<file path="config.mk">
export PLATFORM = sky130hd
export DESIGN_NAME = image_roi_streamer
export DESIGN_NICKNAME = d
export VERILOG_FILES = /design/src/rtl/image_roi_streamer.sv
export SDC_FILE = /design/constraint.sdc
export NUM_CORES = 1
export LEC_CHECK = 0
export ABC_AREA = 0
export CORE_ASPECT_RATIO = 1.5
export CORE_UTILIZATION = 49
export DETAILED_ROUTE_END_ITERATION = 10
export GPL_TIMING_DRIVEN = 1
export PLACE_DENSITY = 0.71
export SYNTH_ARGS = -nofsm -noshare
export SYNTH_HDL_FRONTEND = slang
export SYNTH_SLANG_ARGS = --single-unit
</file>
<file path="constraint.sdc">
create_clock -name clock -period 9.4 [get_ports clock]
set_clock_uncertainty 0.1 [all_clocks]
set_input_delay 1.88 -clock clock [delete_from_list [all_inputs] [get_ports clock]]
set_output_delay 1.88 -clock clock [all_outputs]
set_load 0.05 [all_outputs]
</file>
<file path="src/rtl/image_roi_streamer.sv">
// image_roi_streamer: reads a rectangular region of interest out of a row-major
// frame memory and streams it out one pixel per clock with valid/ready
// backpressure and sof/eol/eof framing. A 2-entry skid FIFO absorbs the
// one-cycle memory latency, so reads are only issued when a slot is guaranteed.
module image_roi_streamer #(
    parameter int BIT_DEPTH = 8,
    parameter int IMG_W     = 640,
    parameter int IMG_H     = 480,
    parameter int ADDR_W    = $clog2(IMG_W * IMG_H),
    parameter int XW        = $clog2(IMG_W + 1),
    parameter int YW        = $clog2(IMG_H + 1)
) (
    input  logic                 clock,
    input  logic                 reset,
    input  logic                 start,
    input  logic [XW-1:0]        roiX,
    input  logic [YW-1:0]        roiY,
    input  logic [XW-1:0]        roiW,
    input  logic [YW-1:0]        roiH,
    output logic                 busy,
    output logic                 done,
    output logic                 err,
    output logic                 readEnable,
    output logic [ADDR_W-1:0]    readAddr,
    input  logic [BIT_DEPTH-1:0] readData,
    output logic                 outValid,
    input  logic                 outReady,
    output logic [BIT_DEPTH-1:0] outData,
    output logic                 outSof,
    output logic                 outEol,
    output logic                 outEof
);

    typedef enum logic [2:0] {IDLE, CHECK, READ, DRAIN, FINISH} state_t;

    localparam logic [XW:0] W_LIMIT = (XW + 1)'(IMG_W);
    localparam logic [YW:0] H_LIMIT = (YW + 1)'(IMG_H);

    // Sums are one bit wider than the operands so an oversized ROI cannot wrap
    // around and look legal.
    function automatic logic roi_ok(input logic [XW-1:0] x, input logic [YW-1:0] y,
                                    input logic [XW-1:0] w, input logic [YW-1:0] h);
        logic [XW:0] x_end;
        logic [YW:0] y_end;
        x_end = {1'b0, x} + {1'b0, w};
        y_end = {1'b0, y} + {1'b0, h};
        return (w != '0) && (h != '0) && (x_end <= W_LIMIT) && (y_end <= H_LIMIT);
    endfunction

    state_t                state;
    logic                  roi_good;
    logic [XW-1:0]         roi_x, roi_w;
    logic [YW-1:0]         roi_y, roi_h;
    logic [XW-1:0]         col;
    logic [YW-1:0]         row;
    logic [ADDR_W-1:0]     row_base;
    logic                  first_p0;
    logic                  col_last, row_last;
    logic                  issue, push, pop;
    logic [2:0]            occupancy;

    logic                  vld_p1;
    logic                  sof_p1, eol_p1, eof_p1;

    logic [1:0]            fifo_count;
    logic                  wr_ptr, rd_ptr;
    logic [BIT_DEPTH-1:0]  fifo_data [2];
    logic [2:0]            fifo_tag  [2];

    // ---- p0: address generation and read issue ----
    assign col_last  = (col == roi_w - XW'(1));
    assign row_last  = (row == roi_h - YW'(1));
    assign pop       = outValid && outReady;
    assign push      = vld_p1;
    assign occupancy = {1'b0, fifo_count} + {2'b00, vld_p1};
    assign issue     = (state == READ) && (occupancy < 3'd2 + {2'b00, pop});

    assign readEnable = issue;
    assign readAddr   = row_base + ADDR_W'(col);

    // Control FSM: latches the ROI check, walks col/row, sequences drain and done.
    always_ff @(posedge clock) begin
        if (reset) begin
            state    <= IDLE;
            busy     <= 1'b0;
            done     <= 1'b0;
            err      <= 1'b0;
            roi_good <= 1'b0;
            col      <= '0;
            row      <= '0;
            row_base <= '0;
            first_p0 <= 1'b0;
        end else begin
            done <= 1'b0;
            err  <= 1'b0;
            case (state)
                IDLE: begin
                    if (start) begin
                        roi_good <= roi_ok(roiX, roiY, roiW, roiH);
                        err      <= !roi_ok(roiX, roiY, roiW, roiH);
                        busy     <= 1'b1;
                        state    <= CHECK;
                    end
                end
                CHECK: begin
                    if (!roi_good) begin
                        busy  <= 1'b0;
                        state <= IDLE;
                    end else begin
                        col      <= '0;
                        row      <= '0;
                        row_base <= ADDR_W'(roi_y) * ADDR_W'(IMG_W) + ADDR_W'(roi_x);
                        first_p0 <= 1'b1;
                        state    <= READ;
                    end
                end
                READ: begin
                    if (issue) begin
                        first_p0 <= 1'b0;
                        if (col_last) begin
                            col      <= '0;
                            row      <= row + YW'(1);
                            row_base <= row_base + ADDR_W'(IMG_W);
                            if (row_last) state <= DRAIN;
                        end else begin
                            col <= col + XW'(1);
                        end
                    end
                end
                DRAIN: begin
                    if (fifo_count == 2'd0 && !vld_p1) begin
                        done  <= 1'b1;
                        state <= FINISH;
                    end
                end
                FINISH: begin
                    busy  <= 1'b0;
                    state <= IDLE;
                end
                default: state <= IDLE;
            endcase
        end
    end

    // ROI capture; only meaningful once a start is accepted, so no reset needed.
    always_ff @(posedge clock) begin
        if (state == IDLE && start) begin
            roi_x <= roiX;
            roi_y <= roiY;
            roi_w <= roiW;
            roi_h <= roiH;
        end
    end

    // ---- p1: memory return cycle ----
    // Tracks the single outstanding read; clearing it on reset discards a return in flight.
    always_ff @(posedge clock) begin
        if (reset) vld_p1 <= 1'b0;
        else       vld_p1 <= issue;
    end

    // Framing tags travel alongside the read they were computed for.
    always_ff @(posedge clock) begin
        if (issue) begin
            sof_p1 <= first_p0;
            eol_p1 <= col_last;
            eof_p1 <= col_last && row_last;
        end
    end

    // ---- p2: output FIFO ----
    // FIFO occupancy and pointers; push and pop in the same cycle leave the count unchanged.
    always_ff @(posedge clock) begin
        if (reset) begin
            fifo_count <= 2'd0;
            wr_ptr     <= 1'b0;
            rd_ptr     <= 1'b0;
        end else begin
            if (push) wr_ptr <= ~wr_ptr;
            if (pop)  rd_ptr <= ~rd_ptr;
            case ({push, pop})
                2'b10:   fifo_count <= fifo_count + 2'd1;
                2'b01:   fifo_count <= fifo_count - 2'd1;
                default: fifo_count <= fifo_count;
            endcase
        end
    end

    // FIFO storage: captures the returned pixel with its tags.
    always_ff @(posedge clock) begin
        if (push) begin
            fifo_data[wr_ptr] <= readData;
            fifo_tag[wr_ptr]  <= {sof_p1, eol_p1, eof_p1};
        end
    end

    assign outValid = (fifo_count != 2'd0);
    assign outData  = fifo_data[rd_ptr];
    assign outSof   = fifo_tag[rd_ptr][2];
    assign outEol   = fifo_tag[rd_ptr][1];
    assign outEof   = fifo_tag[rd_ptr][0];

endmodule

</file>
## Yosys cells after proc, flatten, opt, wreduce, memory -nomap -nowiden

Memory sizes are Yosys's and may differ from the RTL's. A register that Yosys moved wholly into a read port is not among the register bits.
Index checks and enable logic that the tools add are counted.

- Bitwise operators: 5
- Order comparisons: 3
- Equal/unequal tests: 15
- Div/mod/pow operators: 0
- Multipliers: 1
- Shifts and indexed selects: 0
- Reduce and logical (&&, ||, !) cells: 25
- $add $sub $neg: 13
- Muxes and demuxes: 33

Operators with widths:

| operator | number |
|---|---|
| 19-bit two-way mux | 3 |
| 19-bit by 10-bit adder with 19-bit output | 2 |
| 19-bit case mux with 2 select lines | 1 |
| 10-bit two-way mux | 3 |
| 9-bit two-way mux | 3 |
| 10-bit case mux with 2 select lines | 1 |
| 19-bit by 10-bit adder with 19-bit output, second input constant | 1 |
| 9-bit case mux with 2 select lines | 1 |
| 3-bit two-way mux | 5 |
| 2-bit != test, second input constant | 7 |
| 9-bit by 3-bit multiplier with 12-bit output, second input constant | 1 |
| 3-bit case mux with 4 select lines | 1 |
| 10-bit by 10-bit adder with 11-bit output | 1 |
| 11-bit by 10-bit less-or-equal comparator with 1-bit output, second input constant | 1 |
| 1-bit two-way mux | 11 |
| 10-bit by 1-bit adder with 10-bit output, second input constant | 1 |
| 9-bit by 9-bit adder with 10-bit output | 1 |
| 10-bit == test | 1 |
| 10-bit by 9-bit less-or-equal comparator with 1-bit output, second input constant | 1 |
| 10-bit nonzero test | 1 |
| 10-bit by 1-bit subtractor with 10-bit output, second input constant | 1 |
| 9-bit by 1-bit adder with 9-bit output, second input constant | 1 |
| 9-bit == test | 1 |
| 9-bit nonzero test | 1 |
| 28 further kinds | 44 |

- Memory bits (read-only): 0
- Flip-flop bits (word level): 92
- Memory bits (writable): 22
- Bits of input ports: 50
- Latch bits: 0
- Memories kept: 2
- Logic and storage cells: 117

Memory list:

| name | words | width | read ports | clocked after memory_dff | wr ports | RTL line | text |
|---|---|---|---|---|---|---|---|
| fifo_data | 2 | 8 | 1 | 1 | 1 | 67 | `logic [BIT_DEPTH-1:0] fifo_data [2];` |
| fifo_tag | 2 | 3 | 1 | 1 | 1 | 68 | `logic [2:0] fifo_tag [2];` |

## Depth between registers and ports, before layout

Gate-level depths: netlist (run 1).

- Word-level depth: 7
- Gate-level depth with buffers: 10
- Gate-level depth less buffers: 10

## Worst setup path before layout (run 1)

Ideal clock, no wire load.

- Path kind: reg-to-output
- Start: reg col[0]
- End: out readAddr[18]
- Slack: 4.496 ns
- Arrival: 2.924 ns
- Cell stages (with the launch flop): 11
- Path through: dfxtp_1 ha_1 inv_1 fa_1 nor2b_1 o21ai_0 a21o_1 a31oi_1 a41oi_1 nor3_1 xor2_1

- Word-level cells in the longest chain between the ends: 1

Ends and longest elaborated chain:

| item | RTL line | text |
|---|---|---|
| start: declaration | 54 | `logic [XW-1:0] col;` |
| start signal: assignment | 126 | `col <= col + XW'(1);` |
| 19-bit by 10-bit adder with 19-bit output | 79 | `assign readAddr = row_base + ADDR_W'(col);` |
| end: declaration | 24 | `output logic [ADDR_W-1:0] readAddr,` |

No other way between the ends.

## Final worst setup path (run 1)

- Start: in outReady
- End: out readEnable

- Word-level cells in the longest chain between the ends: 4

Ends and longest elaborated chain:

| item | RTL line | text |
|---|---|---|
| start: declaration | 27 | `input logic outReady,` |
| 1-bit logical AND | 73 | `assign pop = outValid && outReady;` |
| 2-bit by 1-bit adder with 3-bit output | 76 | `assign issue = (state == READ) && (occupancy < 3'd2 + {2'b00, pop});` |
| 3-bit < comparator | 76 |  |
| 1-bit logical AND | 76 |  |
| end: declaration | 23 | `output logic readEnable,` |

No other way between the ends.

==> results of run 1 <==
==> sequential cells by signal (all words and copies together) (netlist names), 2 cells and up, named ones only <==
| register | flops |
|---|---|
| row_base | 19 |
| row | 9 |
| fifo_count | 2 |
| roi_x | 10 |
| roi_w | 10 |
| roi_h | 9 |
| fifo_tag | 6 |
| fifo_data | 16 |
| roi_y | 9 |
| state | 3 |
| col | 10 |
==> cells by family (layout without fill, tap and decap cells) <==
kind of cell / after synthesis / count (layout) / share of synthesized area, %
AOI/OAI and AO/OA: 155 / 155 / 15.07
xor gates and xnor gates: 73 / 73 / 8.904
adders and majority gates: 59 / 59 / 10.80
buffers and inverters: 50 / 148 / 2.892
DFF: 115 / 115 / 40.84
muxes: 18 / 18 / 2.701
and+or+nand+nor: 268 / 268 / 18.78
==> synthesized netlist by cell type, drive strengths merged, types with 5 or more instances <==
| cell type | n | area share [%] |
|---|---|---|
| a2111oi | 6 | 1.1 |
| a211oi | 11 | 1.2 |
| a21o | 8 | 0.84 |
| a21oi | 45 | 3.1 |
| a31oi | 5 | 0.44 |
| and2 | 6 | 0.52 |
| and3 | 10 | 0.87 |
| buf | 5 | 0.54 |
| clkbuf | 19 | 0.99 |
| dfxtp | 52 | 14 |
| edfxtp | 63 | 26 |
| fa | 5 | 1.4 |
| ha | 54 | 9.4 |
| inv | 26 | 1.4 |
| mux2 | 11 | 1.7 |
| mux2i | 7 | 0.98 |
| nand2 | 62 | 3.2 |
| nand2b | 8 | 0.70 |
| nand3 | 39 | 2.7 |
| nand3b | 6 | 0.68 |
| nand4 | 8 | 0.70 |
| nor2 | 62 | 3.2 |
| nor2b | 5 | 0.44 |
| nor3 | 20 | 1.4 |
| nor4 | 10 | 0.87 |
| o211ai | 5 | 0.52 |
| o21ai | 29 | 2.1 |
| or2 | 5 | 0.44 |
| or3 | 11 | 1.0 |
| xnor2 | 40 | 4.9 |
| xor2 | 33 | 4.0 |
==> worst max path at each step <==
stage                  start           end  slack [ns]
CTS                 outReady    readEnable        3.39
finish              outReady    readEnable        3.42
global route        outReady    readEnable        3.28
floorplan             col[0]  readAddr[18]        4.50
detailed placement  outReady    readEnable        3.41
global placement    outReady    readEnable        3.45
==> power breakdown <==
part / leakage (nW) / internal [mW] / total [mW] / switching (mW)
Sequential: 1.01 / 0.550 / 0.564 / 0.0140
Combinational: 2.04 / 0.103 / 0.233 / 0.130
Clock: 0.270 / 0.364 / 0.601 / 0.237
==> cell usage in the layout (no fill, tap or decap), types with 6 or more instances in the layout <==
cell type | netlist | final
dfxtp_1 | 52 | 52
and3_1 | 10 | 10
nor2_1 | 62 | 62
clkdlybuf4s50_1 | 0 | 84
nand3_1 | 39 | 39
inv_1 | 26 | 26
buf_4 | 1 | 6
nand4_1 | 8 | 8
nand2b_1 | 8 | 8
clkbuf_16 | 0 | 17
or3_1 | 10 | 10
nor3_1 | 20 | 20
nand2_1 | 62 | 62
mux2i_1 | 7 | 7
nor4_1 | 10 | 10
ha_1 | 54 | 54
a21oi_1 | 45 | 45
edfxtp_1 | 63 | 63
a21o_1 | 8 | 8
o21ai_0 | 27 | 27
mux2_2 | 11 | 11
a211oi_1 | 10 | 10
xor2_1 | 33 | 33
and2_1 | 6 | 6
xnor2_1 | 40 | 40
==> metrics by stage <==
step	hold slack [ns]	util [%]	cells	area [um2]	worst slack [ns]
4_1_cts	0.3445	61.70	1028	8756	3.394
5_1_grt	0.3614	61.70	1028	8756	3.279
3_5_place_dp	0.3262	57.76	996	8197	3.409
6_report	0.3476	61.70	1028	8756	3.418
2_1_floorplan	0.3086	-	738	7181	4.496
3_3_place_gp	0.3201	57.76	996	8197	3.447
==> layout make-up <==
| type | count | area share (%) |
|---|---|---|
| Tap cell | 192 | 2.744 |
| Inverter | 26 | 1.115 |
| Clock inverter | 15 | 1.529 |
| Timing Repair Buffer | 90 | 10.12 |
| Multi-Input combinational cell | 573 | 46.14 |
| Sequential cell | 115 | 33.50 |
| Clock buffer | 17 | 4.859 |
==> layer usage <==
metal	vias to the layer above	track usage [%]	routed length, um	part of all wire, %
met5	-	0	0	0
met4	0	11.38	550	3.4
met3	36	4.457	770	4.8
met2	172	41.71	8419	52
met1	2782	23.54	6373	40
li1	2901	-	-	-
==> impl_metrics.env, run 1 <==
export IMPL_status="complete, no violations"
export IMPL_die_w_um=100.8
export IMPL_hp_class="flop to flop"
export IMPL_seq_area_um2=2933
export IMPL_drv_cap=0
export IMPL_drt_iter0_markers=273
export IMPL_cts_setup_buffers=0
export IMPL_gp_congestion=0.8422
export IMPL_timing_final_crit_share_pct=63.63
export IMPL_finalCriticalPeriod_ns=5.982
export IMPL_critical_path_class="primary input to output port"
export IMPL_max_freq_mhz=167.2
export IMPL_worstSetupPathDepth=7
export IMPL_wl_per_cell_um=15.68
export IMPL_worstRegToRegCells=8
export IMPL_critical_path_buf_inv_count=3
export IMPL_die_area_um2=15150
export IMPL_synth_cells=738
export IMPL_synth_fp_nets=847
export IMPL_ant_nets=0
export IMPL_clock_path_buffers=2
export IMPL_multi_input_area_um2=4040
export IMPL_cp_data_required_time_ns=7.42
export IMPL_antenna_found_initial=0
export IMPL_worstReg2RegEnd="row_base[11]"
export IMPL_ctsResizeCount=0
export IMPL_grt_ovfl_total=0
export IMPL_worst_pin_slew_ns=0.9182
export IMPL_clock_sinks=115
export IMPL_grt_usage_pct=22.40
export IMPL_syn2layout_area_growth_pct=21.94
export IMPL_rows=53
export IMPL_final_setup_tns_ns=0
export IMPL_rsz0062_at_grt="no"
export IMPL_ys_seq_area_share_pct=40.84
export IMPL_rrSetupSlack_ns=6.06
export IMPL_async_flop_share_pct=0
export IMPL_synth_main_ff_cell="edfxtp_1"
export IMPL_clockRootBuffer="clkbuf_16"
export IMPL_yosysUniqueCellTypes=73
export IMPL_leakagePower_nw=3.321
export IMPL_core_region_area_um2=14190
export IMPL_end_kind="output port"
export IMPL_numPortBuffers=84
export IMPL_whs_endpoint="sof_p1"
export IMPL_finalHoldViolCount=0
export IMPL_cts_hold_buf=0
export IMPL_syn_area_per_cell_um2=9.730
export IMPL_die_h_um=150.3
export IMPL_wl_um=16110
export IMPL_n_antenna_cell=0
export IMPL_viasPerCell=5.731
export IMPL_crit_path_top_delay_cell="clkdlybuf4s50_1"
export IMPL_yosys_warnings=0
export IMPL_ys_ff_latch=115
export IMPL_cts_htree_levels=4
export IMPL_slew_limit_headroom_pct=38.56
export IMPL_crit_fanout=4
export IMPL_cts_buffers=17
export IMPL_cp_cell_sequence="clkdlybuf4s50_1, o21ai_0, o21a_1, nor2_1, nand2_1, inv_1, clkdlybuf4s50_1"
export IMPL_min_path_cells=0
export IMPL_clock_latency_ns=0.41
export IMPL_rr_startpoint="roi_w[2]"
export IMPL_setup_viol=0
export IMPL_drive_gt1_share_pct=8.493
export IMPL_synth_edff_count=63
export IMPL_power_mw=1.398
export IMPL_synth_area_um2=7181
export IMPL_nFillCells=1235
export IMPL_drt_pass1_iter_count=5
export IMPL_initial_core_util_pct=50.60
export IMPL_grt_pass1_wl_um=26670
export IMPL_grt_start_max_net_pins=40
export IMPL_clk_pin_slew_ns=0.06
export IMPL_vias=5891
export IMPL_critPathArrivalTime_ns=4.00
export IMPL_ios=85
export IMPL_tritoncts="built"
export IMPL_hpwl_um=12360
export IMPL_crit_path_start_kind="primary input"
export IMPL_crit_path_frequent_cell="clkdlybuf4s50_1"
export IMPL_finalMaxSlewViolations=0
export IMPL_max_stage_delay_ns=0.84
export IMPL_max_vdd_ir_drop_uv=92.19
export IMPL_final_nets=932
export IMPL_crit_family="buffers and inverters"
export IMPL_grt_pass1_vias=5904
export IMPL_drcViolationCount=0
export IMPL_hp_start="first_p0"
export IMPL_powerDensity_nw_per_um2=159.6
Note: power is estimated with default switching activity, not from simulation.
==> run 2: changes to the inputs <==
--- a/config.mk
+++ b/config.mk
@@ -10,7 +10,7 @@
 export CORE_UTILIZATION = 49
 export DETAILED_ROUTE_END_ITERATION = 10
 export GPL_TIMING_DRIVEN = 1
-export PLACE_DENSITY = 0.71
+export PLACE_DENSITY = 0.74
 export SYNTH_ARGS = -nofsm -noshare
 export SYNTH_HDL_FRONTEND = slang
 export SYNTH_SLANG_ARGS = --single-unit
==> constraint.sdc (replaced) <==
create_clock -name clock -period 5.5 [get_ports clock]
set_clock_uncertainty 0.1 [all_clocks]
set_input_delay 1.1 -clock clock [delete_from_list [all_inputs] [get_ports clock]]
set_output_delay 1.1 -clock clock [all_outputs]
set_load 0.05 [all_outputs]
==> impl_metrics.env, run 2 (synthesis results as in run 1) <==
export IMPL_rr_startpoint="roi_w[2]"
export IMPL_max_stage_delay_ns=0.82
export IMPL_max_vdd_ir_drop_uv=192.7
export IMPL_critical_path_buf_inv_count=2
export IMPL_worst_pin_slew_ns=0.9559
export IMPL_setup_viol=0
export IMPL_power_mw=2.520
export IMPL_crit_path_top_delay_cell="clkdlybuf4s50_1"
export IMPL_hp_start="first_p0"
export IMPL_grt_start_max_net_pins=39
export IMPL_clock_sinks=115
export IMPL_initial_core_util_pct=50.60
export IMPL_placed_area_um2=8197
export IMPL_grt_ovfl_total=0
export IMPL_cp_cell_sequence="ha_1, inv_1, fa_1, nor2b_1, o21ai_0, a21o_1, a31oi_1, a41oi_1, nor3_1, xor2_1, clkdlybuf4s50_1"
export IMPL_end_kind="output port"
export IMPL_final_setup_tns_ns=0
export IMPL_drv_cap=0
export IMPL_critical_path_class="flop to output port"
export IMPL_rsz0062_at_grt="no"
export IMPL_finalMaxSlewViolations=0
export IMPL_clk_pin_slew_ns=0.06
export IMPL_numPortBuffers=84
export IMPL_timing_final_crit_share_pct=92.65
export IMPL_powerDensity_nw_per_um2=285.5
export IMPL_cts_buffers=17
export IMPL_hpwl_um=12240
export IMPL_antenna_found_initial=0
export IMPL_viasPerCell=5.722
export IMPL_ctsResizeCount=0
export IMPL_cts_hold_buf=0
export IMPL_finalHoldViolCount=0
export IMPL_clock_latency_ns=0.42
export IMPL_crit_family="compound AO/OA/AOI/OAI gates"
export IMPL_syn2layout_area_growth_pct=22.88
export IMPL_top_register="row_base"
export IMPL_max_freq_mhz=196.2
export IMPL_clock_path_buffers=2
export IMPL_status="complete, no violations"
export IMPL_final_cell_mix="clkdlybuf4s50_1 (84), edfxtp_1 (63), nand2_1 (62), nor2_1 (62), ha_1 (54)"
export IMPL_drcViolationCount=0
export IMPL_critPathLaunch="col[0]"
export IMPL_n_antenna_cell=0
export IMPL_die_area_um2=15150
export IMPL_grt_pass1_vias=5813
export IMPL_cts_setup_buffers=0
export IMPL_critPathArrivalTime_ns=3.90
export IMPL_clockRootBuffer="clkbuf_16"
export IMPL_crit_fanout=7
export IMPL_cp_data_required_time_ns=4.30
export IMPL_fin_area_um2=8823
export IMPL_largest_reg_flops=19
export IMPL_rows=53
export IMPL_crit_path_start_kind="flop"
export IMPL_tritoncts="built"
export IMPL_drt_pass1_iter_count=5
export IMPL_core_region_area_um2=14190
export IMPL_slew_limit_headroom_pct=36.04
export IMPL_wl_um=15920
export IMPL_ios=85
export IMPL_hp_class="flop to flop"
export IMPL_die_w_um=100.8
export IMPL_final_nets=932
export IMPL_reg_largest_list="row_base (19), fifo_data (16)"
export IMPL_finalCriticalPeriod_ns=5.096
export IMPL_gp_congestion=0.8533
export IMPL_leakagePower_nw=3.340
export IMPL_drive_gt1_share_pct=8.254
export IMPL_vias=5882
export IMPL_ant_nets=0
export IMPL_grt_pass1_wl_um=26400
export IMPL_cts_htree_levels=4
export IMPL_wl_per_cell_um=15.49
export IMPL_drt_iter0_markers=281
export IMPL_final_common_cell="clkdlybuf4s50_1"
export IMPL_die_h_um=150.3
export IMPL_grt_usage_pct=22.11
export IMPL_nFillCells=1174
[run 2: path summary, 6_finish.rpt]
| kind | end | slack (ns) | depth (start not counted) |
|---|---|---|---|
| worst min register to register | sof_p1 | 0.33 | 0 |
| worst max register to register | row_base[10] | 1.67 | 8 |
| worst min-delay path | sof_p1 | 0.33 | 0 |
| worst max-delay path | readAddr[16] | 0.40 | 11 |
[run 2: worst reg2reg max path, stage by stage, from the launching register on]
cell and delay [ns]:
edfxtp_1 0.49, or3_4 0.46, or4_4 0.50, a2111oi_4 0.37
nand3b_2 0.26, o31ai_4 0.87, buf_4 0.33, o21ai_2 0.08
a221oi_2 0.29
[run 2: routing by layer]
metal | track usage, % | up-vias | part of all wire, %
li1 | - | 2895 | -
met1 | 24.39 | 2768 | 41
met2 | 40.34 | 182 | 51
met3 | 3.528 | 37 | 4.9
met4 | 11.59 | 0 | 3.2
met5 | 0 | - | 0
[run 2: through the flow]
step	utilization [%]	setup slack [ns]	std cells	hold slack (ns)
floorplan	-	1.376	738	0.3086
global placement	57.76	0.9214	996	0.3211
detailed placement	57.76	0.8388	996	0.3180
CTS	62.18	0.3929	1028	0.3249
global route	62.18	0.1007	1028	0.3446
finish	62.18	0.4044	1028	0.3250
[run 2: area by class of cell]
class / instances / area [um2] / area share [%]
Timing Repair Buffer: 90 / 885.9 / 10.04
Tap cell: 192 / 240.2 / 2.723
Inverter: 26 / 97.59 / 1.106
Clock buffer: 20 / 446.7 / 5.062
Sequential cell: 115 / 2933 / 33.24
Multi-Input combinational cell: 573 / 4040 / 45.79
Clock inverter: 12 / 180.2 / 2.042
[run 2: power by group]
part	switching (mW)	leakage, nW	internal (mW)
logic	0.219	2.04	0.176
registers	0.0239	1.01	0.940
clock network	0.391	0.289	0.770
total	0.634	3.34	1.89
==> run 3: changes to the inputs <==
--- a/config.mk
+++ b/config.mk
@@ -9,7 +9,7 @@
 export CORE_ASPECT_RATIO = 1.5
 export CORE_UTILIZATION = 49
 export DETAILED_ROUTE_END_ITERATION = 10
-export GPL_TIMING_DRIVEN = 1
+export GPL_TIMING_DRIVEN = 0
 export PLACE_DENSITY = 0.74
 export SYNTH_ARGS = -nofsm -noshare
 export SYNTH_HDL_FRONTEND = slang
==> impl_metrics.env, run 3 (synthesis results as in run 1) <==
export IMPL_status="complete, no violations"
export IMPL_die_area_um2=15150
export IMPL_grt_pass1_vias=5863
export IMPL_tritoncts="built"
export IMPL_numPortBuffers=84
export IMPL_fin_cells=1046
export IMPL_rows=53
export IMPL_clockRootBuffer="clkbuf_16"
export IMPL_cts_setup_buffers=0
export IMPL_syn2layout_area_growth_pct=23.28
export IMPL_wl_um=16560
export IMPL_drive_gt1_share_pct=7.728
export IMPL_fin_area_um2=8852
export IMPL_crit_family="compound AO/OA/AOI/OAI gates"
export IMPL_clock_latency_ns=0.42
export IMPL_rrSetupSlack_ns=2.22
export IMPL_top_register="row_base"
export IMPL_antenna_found_initial=0
export IMPL_end_kind="output port"
export IMPL_clock_path_buffers=2
export IMPL_crit_fanout=7
export IMPL_drt_iter0_markers=384
export IMPL_drt_pass1_iter_count=5
export IMPL_finalHoldViolCount=0
export IMPL_finalCriticalPeriod_ns=5.159
export IMPL_cts_buffers=17
export IMPL_grt_pass1_wl_um=26850
export IMPL_grt_usage_pct=22.84
export IMPL_ctsResizeCount=0
export IMPL_rsz0062_at_grt="no"
export IMPL_critPathArrivalTime_ns=3.96
export IMPL_final_setup_tns_ns=0
export IMPL_finalMaxSlewViolations=0
export IMPL_ant_nets=0
export IMPL_crit_path_start_kind="flop"
export IMPL_grt_start_max_net_pins=39
export IMPL_worst_pin_slew_ns=1.381
export IMPL_die_w_um=100.8
export IMPL_wl_per_cell_um=15.83
export IMPL_cts_hold_buf=0
export IMPL_whs_endpoint="sof_p1"
export IMPL_n_antenna_cell=0
export IMPL_final_nets=950
export IMPL_hp_start="first_p0"
export IMPL_critical_path_class="flop to output port"
export IMPL_drcViolationCount=0
export IMPL_crit_path_top_delay_cell="clkdlybuf4s50_1"
export IMPL_dp_cells=1014
export IMPL_critical_path_buf_inv_count=2
export IMPL_cp_cell_sequence="ha_1, inv_1, fa_1, nor2b_1, o21ai_0, a21o_1, a31oi_1, a41oi_1, nor3_1, xor2_1, clkdlybuf4s50_1"
export IMPL_setup_viol=0
export IMPL_placed_area_um2=8262
export IMPL_initial_core_util_pct=50.60
export IMPL_clk_pin_slew_ns=0.06
export IMPL_leakagePower_nw=3.357
export IMPL_worstReg2RegEnd="row_base[11]"
export IMPL_max_freq_mhz=193.8
export IMPL_cts_htree_levels=4
export IMPL_vias=5945
export IMPL_worstRegToRegCells=8
export IMPL_core_region_area_um2=14190
export IMPL_drv_cap=0
export IMPL_final_cell_mix="clkdlybuf4s50_1 (84), edfxtp_1 (63), nand2_1 (62), nor2_1 (62), ha_1 (54)"
export IMPL_largest_reg_flops=19
export IMPL_die_h_um=150.3
export IMPL_hpwl_um=12930
export IMPL_reg_largest_list="row_base (19), fifo_data (16)"
export IMPL_viasPerCell=5.684
export IMPL_slew_limit_headroom_pct=7.766
export IMPL_ios=85
export IMPL_hp_class="flop to flop"
export IMPL_max_vdd_ir_drop_uv=190.8
export IMPL_grt_ovfl_total=0
export IMPL_timing_final_crit_share_pct=93.81
export IMPL_min_path_cells=0
export IMPL_powerDensity_nw_per_um2=277.7
export IMPL_clock_sinks=115
export IMPL_gp_congestion=0.9426
export IMPL_rr_startpoint="roi_w[2]"
export IMPL_final_common_cell="clkdlybuf4s50_1"
export IMPL_max_stage_delay_ns=0.85
export IMPL_cp_data_required_time_ns=4.30
## run 3: cell count changes in the layout (fill, tap and decap cells not counted)
cell	delta
buf_6	+2
clkinvlp_4	-4
buf_2	+1
buf_4	-5
clkbuf_8	+1
clkbuf_16	+1
clkinv_2	+4
bufinv_16	-2
buf_1	+1
clkbuf_1	+20
inv_6	-1
## run 3: layout make-up
| class | instances | area [um2] |
|---|---|---|
| Buffer | 24 | 110.1 |
| Tap cell | 192 | 240.2 |
| Clock inverter | 9 | 101.3 |
| Fill cell | 1180 | 5339 |
| Sequential cell | 115 | 2933 |
| Clock buffer | 23 | 489.2 |
| Multi-Input combinational cell | 573 | 4040 |
| Timing Repair Buffer | 84 | 840.8 |
| Inverter | 26 | 97.59 |
## run 3: worst max-delay path by stage
stage	start	end	slack, ns	cells past startpoint
after detailed placement	col[0]	readAddr[18]	0.77	11
after CTS	col[0]	readAddr[16]	0.28	11
after floorplan	col[0]	readAddr[18]	1.38	10
final	col[0]	readAddr[16]	0.34	11
after global routing	col[0]	readAddr[18]	0.11	11
after global placement	col[0]	readAddr[18]	0.86	11
## run 3: metal layers
layer  vias to the layer above  global-route usage [%]  routed length, um
met5                         -                       0                  0
met4                         0                   10.80                582
met3                        39                   4.828                789
met2                       177                   42.67               8698
met1                      2791                   24.05               6487
li1                       2938                       -                  -
## run 3: report_power, final
part           switching (mW)  leakage (nW)  internal, mW  total, mW
registers              0.0221          1.01         0.941      0.963
clock network           0.380         0.292         0.713       1.09
logic                   0.227          2.06         0.175      0.403
## run 3: metrics by stage
step	hold WS, ns	util [%]	power, mW	setup slack (ns)
final	0.3352	62.38	2.458	0.3406
after global routing	0.3502	62.38	2.552	0.1122
after CTS	0.3373	62.38	2.468	0.2844
after detailed placement	0.3212	58.22	1.378	0.7669
after global placement	0.3216	58.22	1.359	0.8613
after floorplan	0.3086	-	1.253	1.376
